### src/rtl/uart_tx_buffer.sv
`default_nettype none
// ============================================================================
// uart_tx_buffer : circular byte FIFO feeding an 8N1 serial transmitter
// Revision 1.0
// ============================================================================
module uart_tx_buffer #(
   parameter int DEPTH_LOG2   = 4,
   parameter int CLKS_PER_BIT = 5208
) (
   input  logic                clock,
   input  logic                reset,
   input  logic [7:0]          dataIn,
   input  logic                writeFlag,
   output logic                tx,
   output logic                full,
   output logic                empty,
   output logic                busy,
   output logic                overflow,
   output logic [DEPTH_LOG2:0] count
);

   localparam int c_depth  = 1 << DEPTH_LOG2;
   localparam int c_baud_w = (CLKS_PER_BIT > 1) ? $clog2(CLKS_PER_BIT) : 1;
   localparam logic [DEPTH_LOG2:0] c_full_count = (DEPTH_LOG2 + 1)'(c_depth);
   localparam logic [c_baud_w-1:0] c_baud_last  = c_baud_w'(CLKS_PER_BIT - 1);

   typedef enum logic [1:0] {
      IDLE  = 2'd0,
      START = 2'd1,
      DATA  = 2'd2,
      STOP  = 2'd3
   } state_t;

   logic [7:0]            mem_q [c_depth];
   logic [DEPTH_LOG2-1:0] wr_ptr_q, wr_ptr_d;
   logic [DEPTH_LOG2-1:0] rd_ptr_q, rd_ptr_d;
   logic [DEPTH_LOG2:0]   count_q, count_d;
   logic                  overflow_q, overflow_d;
   state_t                state_q, state_d;
   logic [7:0]            shift_q, shift_d;
   logic [c_baud_w-1:0]   baud_q, baud_d;
   logic [2:0]            bit_q, bit_d;
   logic                  tx_q, tx_d;

   logic w_full, w_empty, w_wr_en, w_pop, w_baud_done;

   assign w_full      = (count_q == c_full_count);
   assign w_empty     = (count_q == '0);
   assign w_wr_en     = writeFlag && !w_full;
   assign w_pop       = (state_q == IDLE) && !w_empty;
   assign w_baud_done = (baud_q == c_baud_last);

   always_comb begin : fifo_next
      wr_ptr_d   = wr_ptr_q;
      rd_ptr_d   = rd_ptr_q;
      count_d    = count_q;
      overflow_d = overflow_q | (writeFlag & w_full);
      if (w_wr_en) begin
         wr_ptr_d = wr_ptr_q + DEPTH_LOG2'(1);
      end
      if (w_pop) begin
         rd_ptr_d = rd_ptr_q + DEPTH_LOG2'(1);
      end
      case ({w_wr_en, w_pop})
         2'b10:   count_d = count_q + (DEPTH_LOG2 + 1)'(1);
         2'b01:   count_d = count_q - (DEPTH_LOG2 + 1)'(1);
         default: count_d = count_q;
      endcase
   end

   // tx_d is the line level for the next cycle, so tx comes straight off a flop
   always_comb begin : fsm_next
      state_d = state_q;
      shift_d = shift_q;
      baud_d  = baud_q;
      bit_d   = bit_q;
      tx_d    = tx_q;
      case (state_q)
         IDLE: begin
            tx_d = 1'b1;
            if (w_pop) begin
               shift_d = mem_q[rd_ptr_q];
               baud_d  = '0;
               bit_d   = '0;
               tx_d    = 1'b0;
               state_d = START;
            end
         end
         START: begin
            if (w_baud_done) begin
               baud_d  = '0;
               bit_d   = '0;
               tx_d    = shift_q[0];
               state_d = DATA;
            end else begin
               baud_d = baud_q + c_baud_w'(1);
            end
         end
         DATA: begin
            if (w_baud_done) begin
               baud_d  = '0;
               shift_d = {1'b0, shift_q[7:1]};
               bit_d   = bit_q + 3'd1;
               if (bit_q == 3'd7) begin
                  tx_d    = 1'b1;
                  state_d = STOP;
               end else begin
                  tx_d = shift_q[1];
               end
            end else begin
               baud_d = baud_q + c_baud_w'(1);
            end
         end
         STOP: begin
            if (w_baud_done) begin
               baud_d  = '0;
               tx_d    = 1'b1;
               state_d = IDLE;
            end else begin
               baud_d = baud_q + c_baud_w'(1);
            end
         end
         default: begin
            tx_d    = 1'b1;
            state_d = IDLE;
         end
      endcase
   end

   always_ff @(posedge clock) begin
      if (!reset) begin
         wr_ptr_q   <= '0;
         rd_ptr_q   <= '0;
         count_q    <= '0;
         overflow_q <= 1'b0;
         state_q    <= IDLE;
         shift_q    <= '0;
         baud_q     <= '0;
         bit_q      <= '0;
         tx_q       <= 1'b1;
      end else begin
         wr_ptr_q   <= wr_ptr_d;
         rd_ptr_q   <= rd_ptr_d;
         count_q    <= count_d;
         overflow_q <= overflow_d;
         state_q    <= state_d;
         shift_q    <= shift_d;
         baud_q     <= baud_d;
         bit_q      <= bit_d;
         tx_q       <= tx_d;
      end
   end

   always_ff @(posedge clock) begin
      if (reset && w_wr_en) begin
         mem_q[wr_ptr_q] <= dataIn;
      end
   end

   assign tx       = tx_q;
   assign full     = w_full;
   assign empty    = w_empty;
   assign busy     = (state_q != IDLE);
   assign overflow = overflow_q;
   assign count    = count_q;

endmodule
`default_nettype wire

### config.mk
export PLATFORM = sky130hd
export DESIGN_NAME = uart_tx_buffer
export DESIGN_NICKNAME = d
export VERILOG_FILES = /design/src/rtl/uart_tx_buffer.sv
export SDC_FILE = /design/constraint.sdc
export NUM_CORES = 1
export LEC_CHECK = 0
export CAP_MARGIN = 10
export CORE_UTILIZATION = 64
export CTS_BUF_LIST = sky130_fd_sc_hd__clkbuf_8
export CTS_CLUSTER_SIZE = 10
export DETAILED_ROUTE_END_ITERATION = 6
export HOLD_SLACK_MARGIN = 0.1
export PLACE_DENSITY = 0.81
export SYNTH_ARGS = -nofsm -noshare
export SYNTH_HDL_FRONTEND = slang
export SYNTH_SLANG_ARGS = --single-unit
export TNS_END_PERCENT = 100
### constraint.sdc
create_clock -name clock -period 3.9 [get_ports clock]
set_clock_uncertainty 0.15 [all_clocks]
set_input_delay 0.78 -clock clock [delete_from_list [all_inputs] [get_ports clock]]
set_output_delay 0.78 -clock clock [all_outputs]
set_load 0.02 [all_outputs]
# Word-level counts from Yosys, hierarchy flattened
# Memories as Yosys holds them, arrays and structs flattened. A register that Yosys moved wholly into a read port is not among the register bits.
# Index checks and enable logic that the tools add are counted.
[totals]
inputBits = 11
reg_bits = 41
ram_bits = 128
output_inout_bits = 10
n_memories = 1
[classes]
n_addsub = 6
n_reduce_logical = 16
bitwise_logic = 2
eq_ne = 13
muxes = 27
[memory_table]
columns = ["name", "words", "word_bits", "rd", "rd_ports_with_merged_regs", "write_ports", "line", "rtl"]
rows = [
  ["mem_q", 16, 8, 1, 1, 1, "34", "logic [7:0] mem_q [c_depth];"],
]
[op_table]
columns = ["op", "count"]
rows = [
  ["13-bit 2-to-1 mux", 2],
  ["13-bit one-hot mux with 2 select lines", 1],
  ["8-bit 2-to-1 mux", 2],
  ["8-bit one-hot mux with 2 select lines", 1],
  ["13-bit by 1-bit adder with 13-bit output, second input constant", 1],
  ["13-bit == test, second input constant", 1],
  ["2-bit 2-to-1 mux", 5],
  ["2-bit != test, second input constant", 5],
  ["5-bit one-hot mux with 2 select lines", 1],
  ["3-bit 2-to-1 mux", 3],
  ["3-bit one-hot mux with 3 select lines", 1],
  ["4-bit by 1-bit adder with 4-bit output, second input constant", 2],
  ["4-bit 2-to-1 mux", 2],
  ["2-bit one-hot mux with 4 select lines", 1],
  ["1-bit 2-to-1 mux", 7],
  ["2-bit == test, second input constant", 3],
  ["3-bit AND reduction", 2],
  ["2-bit nonzero test", 3],
  ["5-bit by 1-bit adder with 5-bit output, second input constant", 1],
  ["5-bit == test, second input constant", 1],
  ["5-bit logical NOT", 1],
  ["5-bit AND reduction", 1],
  ["5-bit by 1-bit subtractor with 5-bit output, second input constant", 1],
  ["2-bit by 1-bit == test with 1-bit output, second input constant", 2],
  ["11 further kinds", 14],
]

# Longest topological paths before layout
[logic_depth]
word_depth = 6
mapped_depth = 13
ltp_nobuf = 11

# Worst setup path before layout
# Ideal clock, no wire load.
[synth_timing]
path_kind = "reg2reg"
from = "register count_q[1] (netlist: count[1])"
to = "register count_q[4] (netlist: count[4])"
setup_time_ns = 0.128
stages_incl_launch_ff = 13
arrival_time_ns = 3.038
setup_slack_ns = 0.585
synth_period_minus_slack_ns = 3.315
required_ns = 3.622
cell_sequence = "dfxtp_1 -> clkbuf_1 -> nor4_1 -> a21boi_1 -> inv_1 -> ha_1 -> xor2_1 -> ha_1 -> a211o_1 -> a31o_2 -> a221oi_1 -> xnor2_1 -> nor2_1"
[synth_between]
elab_chain_len = 5
word_cells_on_any_way = 12
cone_classes = "add/sub: 2; eq/ne: 3; mux: 1; reduce/logical: 6"
[synth_lines]
columns = ["item", "line", "rtl"]
rows = [
  ["from (decl)", "37", "logic [DEPTH_LOG2:0] count_q, count_d;"],
  ["from (signal assigned)", "144", "count_q <= count_d;"],
  ["5-bit == test or 5-bit logical NOT (tied branches)", "47, 48", ""],
  ["1-bit logical NOT (on tied branches)", "49, 50", ""],
  ["1-bit logical AND (on tied branches)", "49, 50", ""],
  ["2-bit by 1-bit == test with 1-bit output or 2-bit == test (tied branches)", "64", "case ({w_wr_en, w_pop})"],
  ["5-bit one-hot mux with 2 select lines or 2-bit nonzero test (tied branches)", "-", ""],
]
# Parallel ways exist; a longest one is shown, timed or not.
# A chain may end at the register's enable or synchronous reset.

# Worst setup path after layout
[layout_timing]
from = "register count_q[2] (netlist: count[2])"
to = "register count_q[4] (netlist: count[4])"
# The elaborated chain is that of the path after synthesis.

==> results_dict.tcl <==
set metrics [dict create \
    timing.fmax_mhz 292 \
    path_clk_slew_ns 0.09 \
    post-route-period-util_pct 87.9 \
    cts_tree "done" \
    antenna_left 0 \
    cts_hold_buf 0 \
    fin_cells 704 \
    num_antenna_cells 0 \
    cts.path.max_buffers 2 \
    powerDensity_nw_per_um2 618 \
    syn_inst 521 \
    root_buffer "clkbuf_8" \
    yosysSeqAreaShare_pct 63.8 \
    row_count 38 \
    p_leak_uw 0.00275 \
    cp_slowest_cell "or4_4" \
    dp.cells 672 \
    globalplace.congestion 0.794 \
    ioPinCount 21 \
    synth_area_um2 7440 \
    final_hold_viol_count 0 \
    end_kind "register" \
    status "completed" \
    layout_common_cells "128 x edfxtp_1, 44 x dfxtp_1, 43 x nor2_1, 29 x nand2_1, 25 x mux4_2" \
    synth_area_leader_cell "edfxtp_1" \
    gr-total-overflow 0 \
    critPathBufInv 0 \
    antenna_found_initial 0 \
    post_drt_wl_per_cell_um 21.0 \
    ys_ff_latch 173 \
    dp_hpwl_um 9710 \
    synth_top_area_share_pct 51.7 \
    port_buffers 20 \
    drt_iter0_markers 337 \
    setup_tns_ns 0 \
    crit_path_frequent_cell "ha_1" \
    netlist_top_cells_area "edfxtp_1 52%, dfxtp_1 12%, mux4_2 7.6%, mux2i_1 3.1%, ha_1 2.9%" \
    synth_flop_cell "edfxtp_1" \
    ctsResizeCount 0 \
    grt_max_degree 32 \
    grt_pass1_wl_um 22800 \
    hold_class "reg2reg" \
    critPathTopFamily "compound AO/OA/AOI/OAI gates" \
    first_pass_iters 5 \
    coreArea_um2 11100 \
    final_common_cell "edfxtp_1" \
    synth_async_sr_flop_share_pct 0 \
    slew_violations 0 \
    post-route-min-period_ns 3.43 \
    yosys_warnings 0 \
    synth_edf_count 128 \
    clock-sinks 173 \
    htree_levels 4 \
    critPathRequiredTime_ns 4.09 \
    grt_use_total_pct 26.7 \
    worst_slew_pin_slew_ns 0.816 \
    worst_path_largest_cell_delay_ns 0.59 \
    grt_pass1_vias 4312 \
    drive_above_1_share_pct 16.5 \
    setup_violations 0 \
    die_w_um 110 \
    cts_buffers 17 \
    synth_area_per_cell_um2 14.3 \
    clock_latency_ns 0.46 \
    maxCapViolations 0 \
    crit_fanout 10 \
    synth_nets 549 \
    num_vias 4503 \
    via_per_inst 6.40 \
    nets 579 \
    path_class "reg2reg" \
    irDropWorstVdd_mv 0.534 \
    drc 0 \
    rsz0062_at_grt "no" \
    chipHeight_um 110 \
    post_cts_buffers 0 \
    wirelength_um 14800 \
    maxSlewHeadroom_pct 45.3 \
    area_growth_pct 10.7 \
    critPathArrivalTime_ns 3.62 \
    dieArea_um2 12100 \
    crit_chain "or4_4 > o21a_1 > ha_1 > xor2_1 > ha_1 > a211o_1 > a31o_2 > a221oi_1 > xnor2_1 > nor2_1" \
    initial_core_util_pct 67.1 \
    synth.distinct_cells 60 \
    crit_path_start_kind "register" \
]
## layer usage
layer | part of all wire [%] | track usage (%)
met5 | 0 | 0
met4 | 1.7 | 9.14
met3 | 6.4 | 6.34
met2 | 49 | 42.0
met1 | 42 | 36.8
## power breakdown
group | total [µW] | leakage (µW) | internal, µW | switching (µW)
combinational | 1550 | 0.00102 | 685 | 866
sequential | 2220 | 0.00152 | 2090 | 132
clock | 1310 | 0.000210 | 646 | 666
total | 5090 | 0.00275 | 3420 | 1660
## state kept, by name, indices dropped and copies added (netlist names), named ones only
name	flops
count	5
shift_q	8
wr_ptr_q	4
tx	1
state_q	2
overflow	1
mem_q	128
bit_q	3
baud_q	13
rd_ptr_q	4
## layout make-up
class / instances / area, µm²
timing repair buffer: 43 / 385
inverter: 7 / 26.3
tap: 140 / 175
clock inverter: 15 / 186
multi-input combinational: 309 / 2480
clock buffer: 17 / 234
sequential: 173 / 4750
fill: 696 / 2850
## metrics by stage
| stage | util (%) | instance area (µm²) | hold WS (ns) | power, µW | setup slack (ns) |
|---|---|---|---|---|---|
| 6_report | 74.3 | 8230 | 0.303 | 5090 | 0.472 |
| 5_1_grt | 74.3 | 8230 | 0.329 | 5320 | 0.253 |
| 4_1_cts | 74.3 | 8230 | 0.306 | 5100 | 0.490 |
| 3_5_place_dp | 70.5 | 7810 | 0.293 | 3800 | 0.332 |
| 3_3_place_gp | 70.5 | 7810 | 0.290 | 3750 | 0.405 |
| 2_1_floorplan | - | 7440 | 0.279 | 3410 | 0.585 |
## cell usage after synthesis (9+ instances only)
| library cell | n |
|---|---|
| mux4_2 | 25 |
| mux2i_1 | 23 |
| edfxtp_1 | 128 |
| ha_1 | 17 |
| clkbuf_1 | 16 |
| nand2_1 | 29 |
| o21ai_0 | 9 |
| nand3_1 | 10 |
| nor3_1 | 10 |
| dfxtp_1 | 45 |
| nand4_1 | 12 |
| a21oi_1 | 18 |
| nor2_1 | 43 |
| nand2b_1 | 10 |
## worst register-to-register path: cells and delay by family, from the launching register on
kind	cells	cell delay, ns
DFF	1	0.40
adders and majority gates	2	0.55
and+or+nand+nor	2	0.65
xor gates and xnor gates	2	0.36
AOI/OAI and AO/OA	4	1.21
## cells by family after synthesis
group / count (synthesis) / synth area share, %
buffers and inverters: 39 / 2.89
XOR/XNOR: 10 / 1.18
flip-flops: 173 / 63.8
adder cells (fa/ha/maj): 17 / 2.86
multiplexers: 48 / 10.7
AO/OA/AOI/OAI: 81 / 7.66
AND/OR/NAND/NOR: 153 / 10.9
## worst paths after layout
kind / start / endpoint / slack [ns] / cells past startpoint
max: count[2]$_SDFFE_PN0P_ / count[4]$_SDFFE_PN0P_ / 0.47 / 10
min: shift_q[7]$_SDFFE_PN0P_ / shift_q[7]$_SDFFE_PN0P_ / 0.30 / 2
max reg2reg: count[2]$_SDFFE_PN0P_ / count[4]$_SDFFE_PN0P_ / 0.47 / 10
min reg2reg: shift_q[7]$_SDFFE_PN0P_ / shift_q[7]$_SDFFE_PN0P_ / 0.30 / 2
No activity file was read; power rests on OpenSTA's default activity.
